## src/rtl/router_pkg.sv

```systemverilog
// Shared constants and header-field helper for the router packet FIFOs.
package router_pkg;

    localparam int DEF_DATA_WIDTH = 8;
    localparam int DEF_DEPTH      = 16;
    localparam int DEF_LEN_LSB    = 2;
    localparam int HDR_MAX_W      = 64;

    // Length field sits in the upper header bits; callers size-cast to their own width.
    function automatic logic [HDR_MAX_W-1:0] hdr_len(input logic [HDR_MAX_W-1:0] hdr,
                                                     input int unsigned         lsb);
        return hdr >> lsb;
    endfunction

endpackage

```

## src/rtl/router_fifo_ram.sv

```systemverilog
// Simple dual-port storage array: synchronous write, combinational read.
module router_fifo_ram
    import router_pkg::*;
#(
    parameter int WIDTH = DEF_DATA_WIDTH + 1,
    parameter int DEPTH = DEF_DEPTH,
    localparam int AW   = $clog2(DEPTH)
) (
    input  logic             clock,
    input  logic             i_we,
    input  logic [AW-1:0]    i_wr_ptr,
    input  logic [WIDTH-1:0] i_wr_data,
    input  logic [AW-1:0]    i_rd_ptr,
    output logic [WIDTH-1:0] o_rd_data
);

    logic [WIDTH-1:0] r_mem [DEPTH];

    always_ff @(posedge clock) begin
        if (i_we) begin
            r_mem[i_wr_ptr] <= i_wr_data;
        end
    end

    assign o_rd_data = r_mem[i_rd_ptr];

endmodule

```

## src/rtl/router_fifo_p.sv

```systemverilog
// Parametrised per-channel packet FIFO with registered output and read-side packet length tracking.
module router_fifo_p
    import router_pkg::*;
#(
    parameter int DATA_WIDTH = DEF_DATA_WIDTH,
    parameter int DEPTH      = DEF_DEPTH,
    parameter int AF_THRESH  = DEPTH - 2,
    parameter int LEN_LSB    = DEF_LEN_LSB,
    localparam int AW        = $clog2(DEPTH),
    localparam int CW        = AW + 1
) (
    input  logic                  clock,
    input  logic                  reset,
    input  logic                  soft_reset,
    input  logic                  write_enb,
    input  logic                  lfd_state,
    input  logic [DATA_WIDTH-1:0] data_in,
    input  logic                  read_enb,
    output logic [DATA_WIDTH-1:0] data_out,
    output logic                  data_valid,
    output logic                  full,
    output logic                  empty,
    output logic                  almost_full,
    output logic [CW-1:0]         count,
    output logic                  pkt_done,
    output logic                  overflow,
    output logic                  pkt_err
);

    localparam int RW = DATA_WIDTH - LEN_LSB + 1;

    logic [AW-1:0]         r_wr_ptr;
    logic [AW-1:0]         r_rd_ptr;
    logic [CW-1:0]         r_count;
    logic [RW-1:0]         r_remaining;
    logic [DATA_WIDTH-1:0] r_data_out;
    logic                  r_data_valid;
    logic                  r_pkt_done;
    logic                  r_overflow;
    logic                  r_pkt_err;

    logic                  w_full;
    logic                  w_empty;
    logic                  w_wr_acc;
    logic                  w_rd_acc;
    logic [DATA_WIDTH:0]   w_rd_word;
    logic                  w_rd_hdr;
    logic [DATA_WIDTH-1:0] w_rd_data;
    logic [RW-1:0]         w_hdr_remaining;

    assign w_full   = (r_count == CW'(DEPTH));
    assign w_empty  = (r_count == '0);
    assign w_wr_acc = write_enb && !w_full;
    assign w_rd_acc = read_enb && !w_empty;

    router_fifo_ram #(
        .WIDTH (DATA_WIDTH + 1),
        .DEPTH (DEPTH)
    ) u_ram (
        .clock     (clock),
        .i_we      (w_wr_acc && !soft_reset),
        .i_wr_ptr  (r_wr_ptr),
        .i_wr_data ({lfd_state, data_in}),
        .i_rd_ptr  (r_rd_ptr),
        .o_rd_data (w_rd_word)
    );

    assign w_rd_hdr  = w_rd_word[DATA_WIDTH];
    assign w_rd_data = w_rd_word[DATA_WIDTH-1:0];
    // Header length plus one extra word for the trailing parity.
    assign w_hdr_remaining = RW'(hdr_len(HDR_MAX_W'(w_rd_data), LEN_LSB)) + RW'(1);

    always_ff @(posedge clock or posedge reset) begin
        if (reset) begin
            r_wr_ptr     <= '0;
            r_rd_ptr     <= '0;
            r_count      <= '0;
            r_remaining  <= '0;
            r_data_out   <= '0;
            r_data_valid <= 1'b0;
            r_pkt_done   <= 1'b0;
            r_overflow   <= 1'b0;
            r_pkt_err    <= 1'b0;
        end else if (soft_reset) begin
            r_wr_ptr     <= '0;
            r_rd_ptr     <= '0;
            r_count      <= '0;
            r_remaining  <= '0;
            r_data_out   <= '0;
            r_data_valid <= 1'b0;
            r_pkt_done   <= 1'b0;
            r_overflow   <= 1'b0;
            r_pkt_err    <= 1'b0;
        end else begin
            if (w_wr_acc) begin
                r_wr_ptr <= r_wr_ptr + AW'(1);
            end
            if (w_rd_acc) begin
                r_rd_ptr <= r_rd_ptr + AW'(1);
            end
            case ({w_wr_acc, w_rd_acc})
                2'b10:   r_count <= r_count + CW'(1);
                2'b01:   r_count <= r_count - CW'(1);
                default: r_count <= r_count;
            endcase

            r_overflow   <= write_enb && w_full;
            r_data_valid <= w_rd_acc;
            r_pkt_done   <= 1'b0;
            r_pkt_err    <= 1'b0;

            if (w_rd_acc) begin
                r_data_out <= w_rd_data;
                if (w_rd_hdr) begin
                    // A new header always restarts tracking; an unfinished packet is flagged.
                    r_remaining <= w_hdr_remaining;
                    r_pkt_err   <= (r_remaining != '0);
                end else if (r_remaining != '0) begin
                    r_remaining <= r_remaining - RW'(1);
                    r_pkt_done  <= (r_remaining == RW'(1));
                end
            end
        end
    end

    assign data_out    = r_data_out;
    assign data_valid  = r_data_valid;
    assign full        = w_full;
    assign empty       = w_empty;
    assign almost_full = (r_count >= CW'(AF_THRESH));
    assign count       = r_count;
    assign pkt_done    = r_pkt_done;
    assign overflow    = r_overflow;
    assign pkt_err     = r_pkt_err;

endmodule
```

## config.mk

```make
export PLATFORM = sky130hd
export DESIGN_NAME = router_fifo_p
export DESIGN_NICKNAME = d
export VERILOG_FILES = /design/src/rtl/router_pkg.sv /design/src/rtl/router_fifo_ram.sv /design/src/rtl/router_fifo_p.sv
export SDC_FILE = /design/constraint.sdc
export NUM_CORES = 1
export LEC_CHECK = 0
export BUFFER_PORTS_ARGS = -buffer_cell sky130_fd_sc_hd__buf_2
export CELL_PAD_IN_SITES_DETAIL_PLACEMENT = 1
export CELL_PAD_IN_SITES_GLOBAL_PLACEMENT = 1
export CORE_ASPECT_RATIO = 0.75
export CORE_MARGIN = 5
export CORE_UTILIZATION = 25
export DETAILED_ROUTE_END_ITERATION = 10
export GPL_TIMING_DRIVEN = 0
export PLACE_DENSITY = 0.49
export SLEW_MARGIN = 40
export SYNTH_ARGS = -nofsm -noshare
export SYNTH_HDL_FRONTEND = slang
export SYNTH_HIERARCHICAL = 1
export SYNTH_SLANG_ARGS = --single-unit
```

## constraint.sdc

```tcl
create_clock -name clock -period 2.75 [get_ports clock]
set_clock_uncertainty 0.1 [all_clocks]
set_input_delay 0.275 -clock clock [delete_from_list [all_inputs] [get_ports clock]]
set_output_delay 0.275 -clock clock [all_outputs]
set_load 0.01 [all_outputs]
```

==> impl_metrics.py <==
metrics = {
    "worst_setup_path": {
        "cp_slowest_cell": "or4_1",
        "required_ns": 3.01,
        "r2r_cells": 9,
        "cpLargestDelayFamily": "simple AND/OR/NAND/NOR gates",
        "crit_type": "reg -> reg",
        "r2r-start": "count[2]",
        "regToRegEndpoint": "count[4]",
        "crit_fanout": 6,
        "crit_arrival_ns": 2.99,
        "critical_path.cell_chain": "buf_6, nor4_4, mux2_4, xor2_1, ha_2, a31oi_4, or3_1, or4_1, nand4_1",
        "startpoint_type": "register",
        "crit_path_end_kind": "register",
        "critPathLaunch": "count[2]",
        "endpoint": "count[4]",
        "worstSetupPathDepth": 9,
        "reg2reg_slack_ns": 0.02,
        "path_buf_inv": 1,
        "crit_path_max_incr_delay_ns": 0.41,
    },
    "power": {
        "internal_power_uw": 5520,
        "ir_drop_v": 0.000414,
        "powerDensity_nw_per_um2": 903,
        "switching_share_pct": 33.0,
        "p_comb_share_pct": 34.2,
        "p_clk_share_pct": 26.4,
        "p_sw_uw": 2710,
        "p_leak_uw": 0.00311,
        "p_total_uw": 8230,
        "power_frac_seq_pct": 39.4,
    },
    "clock_tree": {
        "insertion_delay_ns": 0.43,
        "path_clk_slew_ns": 0.07,
        "cts_buffer_depth": 2,
        "cts-buffers-inserted": 17,
        "cts_sinks": 176,
        "cts_max_level": 4,
        "tritoncts": "yes",
        "cts-root-buf": "clkbuf_16",
    },
    "sta": {
        "finalSetupTns_ns": 0,
        "finalCritPeriodShare_pct": 99.3,
        "setup_viol": 0,
        "slew_violations": 0,
        "tightest_slew_ns": 0.781,
        "relSlewSlack_pct": 48.0,
        "fin_crit_ns": 2.73,
        "hold_viol": 0,
        "max_freq_mhz": 366,
        "rsz0062_at_grt": "yes",
    },
    "yosys": {
        "syn_nets": 482,
        "synthCells": 460,
        "yosys_register_bits": 176,
        "synthSimpleGateAreaFrac_pct": 7.70,
        "synth_enable_flop_cells": 144,
        "yosysSeqAreaShare_pct": 67.7,
        "ys_types": 58,
        "synth_top_area_share_pct": 57.1,
        "synth_area_leaders": "edfxtp_1 (57%), dfrtp_1 (11%), mux4_2 (6.2%)",
        "synth_top_family_by_area": "multiplexers",
        "post-synth-top-area-cell": "edfxtp_1",
        "synth_mux_area_share_pct": 13.1,
        "post_synth_fa_ha_maj_area_fraction_pct": 1.32,
        "yosys_most_used_dff": "edfxtp_1",
        "netlist_area_sq_um": 7570,
        "synth_compound_area_share_pct": 6.11,
        "yosysWarningCount": 6,
        "synthArstFlopShare_pct": 18.2,
        "synthXorXnorAreaFrac_pct": 1.39,
        "syn_avg_cell_area_sq_um": 16.5,
    },
    "cells_and_area": {
        "seq_area_sq_um": 5130,
        "syn_to_final_growth_pct": 20.4,
        "nNetsFinal": 552,
        "fill_cells": 3153,
        "drive_gt1_share_pct": 31.7,
        "multi_input_area_sq_um": 2420,
        "final_area_sq_um": 9120,
        "final_util_pct": 30.4,
    },
    "grt": {
        "grt_usage_pct": 12.0,
        "grt_pass1_vias": 4661,
        "grt_overflow": 0,
        "use_met3_pct": 2.28,
        "use_met2_pct": 16.7,
        "grt-busiest-layer": "met1",
        "antenna_found_initial": 0,
        "grt_pass1_wl_um": 30200,
        "grt_max_degree": 33,
        "gr-usage-met1_pct": 19.0,
    },
    "floorplanning": {
        "core_sq_um": 30000,
        "num_io_pins": 34,
        "die_x_um": 211,
        "start_util_pct": 25.2,
        "die_area_sq_um": 33900,
        "die_y_um": 161,
        "row_count": 55,
    },
    "drt": {
        "wl_um": 19600,
        "ant_nets": 0,
        "drtIter0Drc": 234,
        "drc": 0,
        "via_per_inst": 4.63,
        "firstDrtPassIters": 4,
        "via_count": 4362,
        "wire_per_inst_um": 20.8,
    },
    "placement": {
        "hpwl_um": 13700,
        "place_area_sq_um": 8320,
        "gp_congestion": 0.754,
        "port-buffer-count": 32,
    },
    "run": {
        "maxCapViolCount": 0,
    },
    "status": {
        "status": "completed",
    },
    "hold_path": {
        "holdCritPathClass": "in -> reg",
        "worst_hold_startpoint": "write_enb",
    },
}
==> cells in the mapped netlist, drive strengths merged, types with 2 or more instances <==
cell	n
mux2	4
and2	3
nand2	37
edfxtp	144
a22o	5
clkbuf	10
nand2b	2
a31oi	2
inv	8
a211oi	2
xor2	6
nand3	9
a22oi	18
nor2	28
and3	3
or3	4
or4	3
mux4	36
nor4b	2
nor2b	5
buf	12
o211ai	4
o21ai	10
nand3b	3
nor3	7
nor3b	2
dfrtp	32
a21oi	20
mux2i	7
xnor2	6
nor4	2
or2	2
ha	8
==> metal layers <==
metal	share of wire, %	routed length, um
met1	52	10100
met4	1.3	260
met2	42	8330
met3	4.6	901
met5	0	0
==> metrics by stage <==
step,hold slack (ns),instances,setup WS [ns]
floorplan,0.274,460,0.0197
global placement,0.418,891,-0.764
detailed placement,0.367,894,-0.652
CTS,0.0795,935,0.0105
global route,0.0924,942,-0.0759
finish,0.104,943,0.0197
==> cell type report <==
class | instances | area share (%)
Antenna cell | 1 | 0.0274
Buffer | 21 | 2.13
Clock buffer | 19 | 4.75
Clock inverter | 13 | 0.947
Inverter | 8 | 0.343
Multi-Input combinational cell | 253 | 26.5
Sequential cell | 176 | 56.2
Tap cell | 399 | 5.47
Timing Repair Buffer | 53 | 3.62
==> flip-flops by register name, summed over array words and instances, names as in the netlist <==
name         count
u_ram/r_mem    144
pkt_err          1
r_wr_ptr         4
data_out         8
overflow         1
r_remaining      7
count            5
pkt_done         1
data_valid       1
r_rd_ptr         4
==> power groups by stage <==
| stage | sequential [uW] | combinational [uW] | clock, uW |
|---|---|---|---|
| 2_1_floorplan | 3260 | 1720 | 0 |
| 3_3_place_gp | 3270 | 2450 | 0 |
| 3_5_place_dp | 3290 | 2510 | 0 |
| 4_1_cts | 3230 | 2730 | 2240 |
| 5_1_grt | 3270 | 3080 | 2360 |
| 6_report | 3250 | 2820 | 2170 |
==> kinds of logic after synthesis <==
group,Yosys count
XOR/XNOR,12
adder cells (fa/ha/maj),8
AND/OR/NAND/NOR,116
buffers and inverters,31
multiplexers,47
AO/OA/AOI/OAI,70
flip-flops,176
==> timing repair <==
item / CTS / global route
resized for setup: 29 / 17
endpoints found under the setup margin: 151 / 80
hold buffers: 1 / 0
buffers inserted: 9 / 8
pin swaps: 4 / 4
endpoints found under the hold margin: 32 / 0
==> how the worst min path moves through the flow <==
stage | cells past startpoint | slack, ns | end
after floorplan | 0 | 0.27 | u_ram/r_mem[0][0]
after global placement | 2 | 0.42 | data_out[4]
after detailed placement | 2 | 0.37 | pkt_done
after CTS | 2 | 0.08 | overflow
after global routing | 2 | 0.09 | overflow
final | 2 | 0.10 | overflow
==> placed cells by master, fill, tap and decap left out, drive strengths merged, types with 3 or more instances in the layout <==
master,instances
edfxtp,144
xnor2,6
buf,64
nand3b,3
dfrtp,32
xor2,6
o21ai,10
ha,8
or4,3
nor3,7
a22o,5
mux4,36
a22oi,18
or3,4
clkbuf,27
o211ai,4
nor2b,5
a21oi,20
clkinv,9
nand3,9
mux2,4
and2,3
and3,3
nand2,37
nor2,28
mux2i,7
inv,10
Note: power is estimated with default switching activity, not from simulation.
